[config.mk]
export PLATFORM = sky130hd
export DESIGN_NAME = alu_exec_stage
export DESIGN_NICKNAME = d
export VERILOG_FILES = /design/src/rtl/alu_exec_stage.sv
export SDC_FILE = /design/constraint.sdc
export NUM_CORES = 1
export LEC_CHECK = 0
export CORE_MARGIN = 2
export CORE_UTILIZATION = 40
export DETAILED_ROUTE_END_ITERATION = 8
export DONT_BUFFER_PORTS = 1
export GPL_TIMING_DRIVEN = 0
export SLEW_MARGIN = 30
export SYNTH_ARGS = -nofsm -noshare
export SYNTH_HDL_FRONTEND = slang
export SYNTH_SLANG_ARGS = --single-unit
[constraint.sdc]
create_clock -name clk -period 3.85 [get_ports clk]
set_input_delay 0.77 -clock clk [delete_from_list [all_inputs] [get_ports clk]]
set_output_delay 0.77 -clock clk [all_outputs]
set_load 0.01 [all_outputs]
[src/rtl/alu_exec_stage.sv]
// Execute stage: decodes the 4-bit ALU function code, computes result and flags,
// and queues them in a 2-entry output FIFO so the MEM stage can stall freely.
module alu_exec_stage #(
    parameter int WIDTH = 32,
    parameter int TAGW  = 5,
    parameter int ERRW  = 8
) (
    input  logic             clk,
    input  logic             rst_n,
    input  logic             in_valid,
    output logic             in_ready,
    input  logic [3:0]       in_func,
    input  logic [WIDTH-1:0] in_a,
    input  logic [WIDTH-1:0] in_b,
    input  logic [TAGW-1:0]  in_tag,
    output logic             out_valid,
    input  logic             out_ready,
    output logic [WIDTH-1:0] out_result,
    output logic [TAGW-1:0]  out_tag,
    output logic             out_zero,
    output logic             out_ovf,
    output logic             out_illegal,
    output logic [ERRW-1:0]  err_count
);

    typedef struct packed {
        logic [WIDTH-1:0] result;
        logic [TAGW-1:0]  tag;
        logic             zero;
        logic             ovf;
        logic             illegal;
    } entry_t;

    function automatic entry_t alu_compute(input logic [3:0]              func,
                                           input logic signed [WIDTH-1:0] a,
                                           input logic signed [WIDTH-1:0] b,
                                           input logic [TAGW-1:0]         tag);
        entry_t                  e;
        logic signed [WIDTH-1:0] r;
        e = '0;
        r = '0;
        // X/Z codes match no item and fall into the illegal default
        case (func)
            4'b0100: begin
                r     = a + b;
                e.ovf = (a[WIDTH-1] == b[WIDTH-1]) && (r[WIDTH-1] != a[WIDTH-1]);
            end
            4'b1100: begin
                r     = a - b;
                e.ovf = (a[WIDTH-1] != b[WIDTH-1]) && (r[WIDTH-1] != a[WIDTH-1]);
            end
            4'b0000: r = a & b;
            4'b0001: r = a | b;
            4'b0010: r = a ^ b;
            4'b0011: r = ~(a ^ b);
            4'b1101: r = {{(WIDTH-1){1'b0}}, (a < b)};
            default: e.illegal = 1'b1;
        endcase
        e.result = r;
        e.tag    = tag;
        e.zero   = (r == '0);
        return e;
    endfunction

    function automatic logic [ERRW-1:0] sat_inc(input logic [ERRW-1:0] v);
        return (&v) ? v : v + ERRW'(1);
    endfunction

    entry_t          mem_q [2];
    entry_t          alu_res;
    entry_t          head;
    logic [1:0]      count_q, count_d;
    logic            rd_ptr_q, rd_ptr_d;
    logic            wr_ptr_q, wr_ptr_d;
    logic [ERRW-1:0] err_q, err_d;
    logic            push, pop;

    assign alu_res   = alu_compute(in_func, $signed(in_a), $signed(in_b), in_tag);
    assign in_ready  = (count_q != 2'd2);
    assign out_valid = (count_q != 2'd0);
    assign push      = in_valid && in_ready;
    assign pop       = out_valid && out_ready;

    always_comb begin
        count_d  = count_q;
        rd_ptr_d = rd_ptr_q;
        wr_ptr_d = wr_ptr_q;
        err_d    = err_q;
        if (push) begin
            wr_ptr_d = ~wr_ptr_q;
            if (alu_res.illegal) begin
                err_d = sat_inc(err_q);
            end
        end
        if (pop) begin
            rd_ptr_d = ~rd_ptr_q;
        end
        case ({push, pop})
            2'b10:   count_d = count_q + 2'd1;
            2'b01:   count_d = count_q - 2'd1;
            default: count_d = count_q;
        endcase
    end

    always_ff @(posedge clk or negedge rst_n) begin
        if (!rst_n) begin
            count_q  <= 2'd0;
            rd_ptr_q <= 1'b0;
            wr_ptr_q <= 1'b0;
            err_q    <= '0;
        end else begin
            count_q  <= count_d;
            rd_ptr_q <= rd_ptr_d;
            wr_ptr_q <= wr_ptr_d;
            err_q    <= err_d;
        end
    end

    // Payload storage is not reset; outputs are masked to zero while empty
    always_ff @(posedge clk) begin
        if (push) begin
            mem_q[wr_ptr_q] <= alu_res;
        end
    end

    assign head        = mem_q[rd_ptr_q];
    assign out_result  = out_valid ? head.result  : '0;
    assign out_tag     = out_valid ? head.tag     : '0;
    assign out_zero    = out_valid ? head.zero    : 1'b0;
    assign out_ovf     = out_valid ? head.ovf     : 1'b0;
    assign out_illegal = out_valid ? head.illegal : 1'b0;
    assign err_count   = err_q;

endmodule
After elaboration in Yosys (flattened, before gate mapping)
Memories as Yosys holds them, arrays and structs flattened.
Index checks and enable logic that the tools add are counted.
- reductions and logical operators: 11
- $lt $le $gt $ge: 1
- $add $sub $neg: 5
- bitwise gates (word level): 8
- equal/unequal tests: 13
- multiplexer cells: 11
- operators with widths (kind ; number):
    $pmux 32 s7 ; 1
    $add 32x32->32 ; 1
    $and 32x32->32 ; 1
    $logic_not 32->1 ; 1
    $lt 32x32->1 ; 1
    $mux 32 ; 1
    $not 32->32 ; 1
    $or 32x32->32 ; 1
    $sub 32x32->32 ; 1
    $xor 32x32->32 ; 1
    $add 8x1->8 const B ; 1
    $eq 4x2->1 const B ; 2
    $eq 4x4->1 const B ; 2
    $reduce_and 8->1 ; 1
    $reduce_or 7->1 ; 1
    $mux 1 ; 6
    $mux 5 ; 1
    $eq 4x1->1 const B ; 1
    $eq 4x3->1 const B ; 1
    $logic_and 1x1->1 ; 4
    $logic_not 4->1 ; 1
    $not 1->1 ; 4
    $pmux 2 s2 ; 1
    $reduce_bool 2->1 ; 2
    9 further kinds ; 11
- bits of input ports: 77
- output and inout bits: 50
- RAM bits: 80
- register bits: 12
- word-level logic and storage cells: 54
- memories kept: 1
- memory list (name ; words ; bits a word ; rd ports ; clocked after memory_dff ; wr ports ; RTL line ; RTL):
    mem_q ; 2 ; 40 ; 1 ; 0 ; 1 ; 69 ; entry_t mem_q [2];

Depth between registers and ports, before layout
- depth in word-level cells: 4
- gate-level depth with buffers: 15
- depth with buffers taken out: 14

Least setup slack after synthesis
OpenSTA, ideal clock, no wires.
- kind: input port to flip-flop
- from: input in_a[0]
- to: memory mem_q[0][2] (netlist bit) (data pin)
- required time: 3.669 ns
- arrival: 3.530 ns
- stages on the path: 14
- path buffers: 0
- library setup time: 0.181 ns
- slack: 0.139 ns
- cell sequence: ha_1 inv_1 fa_1 and2b_1 o21bai_2 a31oi_4 o21ai_2 or4_1 a31o_1 a41oi_1 a31oi_1 nor3_2 nand4b_1 nor4b_2
- RTL lines (what ; RTL line ; RTL):
    start, declared ; 13 ; input logic [WIDTH-1:0] in_a,
    end, declared ; 69 ;

==> impl_metrics.sql <==
INSERT INTO impl_metrics (metric_group, metric, value, unit) VALUES
('critical_path', 'critical_path.max_fanout', '5', ''),
('drt', 'totalWireLength', '34500', 'um'),
('place', 'routability_driven_placement_congestion_ratio', '0.973', ''),
('clock_tree', 'worst_setup_hold_path_clk_slew', '60', 'ps'),
('clock_tree', 'numCtsBuffers', '9', ''),
('critical_path', 'timing_worst_setup_path_type', 'primary input to flip-flop', ''),
('grt', 'grt_antenna_before_repair', '0', ''),
('drt', 'detailroute.via_count', '9476', ''),
('pwr', 'power_frac_clock', '0.211', ''),
('grt', 'global_route.overflow_total', '0', ''),
('die', 'floorplan_core_area', '24300', 'sq um'),
('die', 'fp-row-count', '57', ''),
('drt', 'route.detailed.drc', '0', ''),
('die', 'die_y', '161', 'um'),
('critical_path', 'timing.reg2reg.worst_path_depth', '6', ''),
('synth', 'yosysSeqAreaShare', '0.273', ''),
('synth', 'synth_enable_flop_cells', '80', ''),
('run_status', 'run_status', 'finished, violations left', ''),
('layout', 'number_of_filler_cells_placed_in_the_layout', '2417', ''),
('timing', 'rsz0062_at_grt', 'true', ''),
('critical_path', 'crit_arrival', '4030', 'ps'),
('timing', 'setup_ws', '-28.4', 'ps'),
('drt', 'initialDrtViolationCount', '1067', ''),
('critical_path', 'startpoint_kind_of_the_worst_setup_timing_path', 'primary input', ''),
('die', 'ios', '127', ''),
('layout', 'layout.area.seq', '2700', 'sq um'),
('timing', 'min_period', '3880', 'ps'),
('drt', 'drt_first_pass_iters', '5', ''),
('timing', 'hold_ws', '124', 'ps'),
('die', 'initial_utilization', '0.407', ''),
('grt', 'first_global_vias', '9031', ''),
('timing', 'setup_violations', '2', ''),
('critical_path', 'cp_cell_sequence', 'inv_8 -> ha_4 -> fa_2 -> nor3_4 -> nor3_4 -> o211ai_4 -> a211o_1 -> a311o_1 -> mux2i_2 -> nand4b_1 -> nor4_2 -> and4_1 -> nand4b_1 -> nor4b_4', ''),
('pwr', 'static-leakage-power', '4.58', 'nW'),
('clock_tree', 'ctsRootBufferMaster', 'clkbuf_16', ''),
('drt', 'avgRoutedWirePerCell', '22.3', 'um'),
('critical_path', 'timing.critical_path.required', '4000', 'ps'),
('pwr', 'power.switching', '1.91', 'mW'),
('synth', 'synth.net_count', '1376', ''),
('pwr', 'largest_vdd_supply_drop', '0.383', 'mV'),
('job', 'max_cap_viol_count', '0', ''),
('timing', 'slew_viol_final', '0', ''),
('layout', 'diodes', '0', ''),
('die', 'fp.dieArea', '26000', 'sq um'),
('die', 'die_w', '161', 'um'),
('critical_path', 'critical-path-slowest-cell', 'fa_2', ''),
('drt', 'vias_per_cell', '6.12', ''),
('timing', 'setup_total_negative_slack', '-56.0', 'ps'),
('timing', 'maxClockFrequency', '0.258', 'GHz'),
('critical_path', 'critical-path-max-stage-delay', '410', 'ps'),
('synth', 'synth_area', '9900', 'sq um'),
('timing', 'hold_viol', '0', ''),
('clock_tree', 'cts_htree_levels', '3', ''),
('pwr', 'pwr-share-comb', '0.463', ''),
('pwr', 'p_int', '2.78', 'mW'),
('synth', 'synthesis.instances', '1197', ''),
('place', 'number_of_input_and_output_port_buffers_inserted', '0', ''),
('timing', 'post-route-period-util', '1.01', ''),
('pwr', 'switching_share', '0.408', ''),
('layout', 'mostFrequentLayoutCell', 'nor2_1', ''),
('run_status', 'failed_checks', 'setup timing', ''),
('layout', 'finish.utilization', '0.457', ''),
('layout', 'multi_input_area', '6740', 'sq um'),
('critical_path', 'critical_path.reg2reg.startpoint', 'count_q[0]$_DFFE_PN0P_', ''),
('synth', 'synth_ff_type', 'edfxtp_1', ''),
('place', 'dpl.hpwl', '26800', 'um'),
('hold_path', 'min_path_type', 'primary input to async pin', ''),
('pwr', 'pwr_density_cell', '422', 'nW/um^2'),
('critical_path', 'setup.reg_to_reg.worst_slack', '2020', 'ps'),
('grt', 'pin_count_of_the_biggest_net_entering_global_routing', '23', ''),
('synth', 'ys_warn_count', '0', '');
## power by group through the flow
| stage | combinational [mW] | sequential (mW) | clock [mW] |
|---|---|---|---|
| floorplan | 1.50 | 1.52 | 0 |
| global placement | 1.98 | 1.55 | 0 |
| detailed placement | 2.08 | 1.55 | 0 |
| CTS | 2.13 | 1.53 | 1.01 |
| global route | 2.36 | 1.55 | 1.05 |
| finish | 2.17 | 1.53 | 0.990 |
## worst max-delay path by stage
stage | startpoint | endpoint | slack, ps | cells after the start
after global placement | in_a[0] | mem_q[0][2]$_DFFE_PP_ | -940 | 14
after CTS | in_a[0] | mem_q[1][2]$_DFFE_PP_ | 4 | 14
after floorplan | in_a[0] | mem_q[0][2]$_DFFE_PP_ | 140 | 14
final | in_a[0] | mem_q[1][2]$_DFFE_PP_ | -30 | 14
after global routing | in_a[0] | mem_q[0][2]$_DFFE_PP_ | -140 | 14
after detailed placement | in_a[0] | mem_q[1][2]$_DFFE_PP_ | -960 | 14
## through the flow
| step | std cells | instance area, sq um | setup WS (ps) |
|---|---|---|---|
| floorplan | 1197 | 9900 | 139 |
| global route | 1548 | 11100 | -143 |
| finish | 1548 | 11100 | -28.4 |
| detailed placement | 1524 | 10400 | -961 |
| CTS | 1543 | 10900 | 3.83 |
| global placement | 1521 | 10300 | -942 |
## timing repair
item,in CTS,in global routing
buffers inserted,3,6
gates resized for setup,29,52
gates cloned,0,0
setup endpoints to repair,6,4
pin swaps,9,23
## area by class of cell
cell class              count  area share
plain buffers              75      0.0335
clock buffers              10      0.0206
clock inverters             6      0.0100
inverters                 103      0.0355
multi-input cells         926       0.607
flip-flops and latches     92       0.243
well taps                 324      0.0365
repair buffers             12      0.0135
## cells in the mapped netlist, types with 6 or more instances
library cell	count	area, sq um
nand4_1	14	87.6
edfxtp_1	80	2400
nand2_1	85	319
xor2_1	18	158
or3_1	7	43.8
buf_2	23	115
or2_2	9	56.3
buf_4	7	52.6
inv_1	98	368
o221ai_1	6	52.6
xnor2_1	19	166
o22ai_1	13	81.3
nand2b_1	15	93.8
o21a_1	9	67.6
a211o_1	7	61.3
ha_1	100	1250
nor2_1	150	563
nor3_1	16	80.1
o21ai_1	9	45.0
nor2b_1	11	68.8
nand3_1	17	85.1
buf_1	6	22.5
and3_1	7	43.8
o21ai_0	53	265
a22oi_1	6	45.0
a21oi_1	86	430
dfrtp_1	12	300
a31oi_1	13	81.3
a21o_1	13	97.6
o211ai_1	26	195
nor4_1	14	87.6
mux2i_1	51	510
a211oi_1	16	120
clkbuf_1	38	143
o31a_1	6	52.6
o31ai_1	15	113
## flip-flops by register name, indices dropped and copies added, names as in the netlist
| name | flops |
|---|---|
| mem_q | 80 |
| err_count | 8 |
| count_q | 2 |
| rd_ptr_q | 1 |
| wr_ptr_q | 1 |
## cells by family after synthesis
kind of cell | after synthesis | share of synthesized area
AOI/OAI and AO/OA | 347 | 0.242
xor gates and xnor gates | 37 | 0.0327
adders and majority gates | 102 | 0.130
buffers and inverters | 179 | 0.0743
DFF | 92 | 0.273
muxes | 54 | 0.0561
and+or+nand+nor | 386 | 0.191
## critical path: cells and delay by family
family	cells	cell delay [ps]
muxes	1	330
and+or+nand+nor	7	1560
AOI/OAI and AO/OA	3	780
buffers and inverters	1	20
adders and majority gates	2	560
## metal layers
layer / vias up / wire length, um / GRT usage
met5: - / 0 / 0
met4: 0 / 1080 / 0.0885
met3: 82 / 3110 / 0.0498
met2: 464 / 15600 / 0.415
met1: 4545 / 14700 / 0.346
li1: 4385 / - / -
Power figures use the tool's default switching activity.
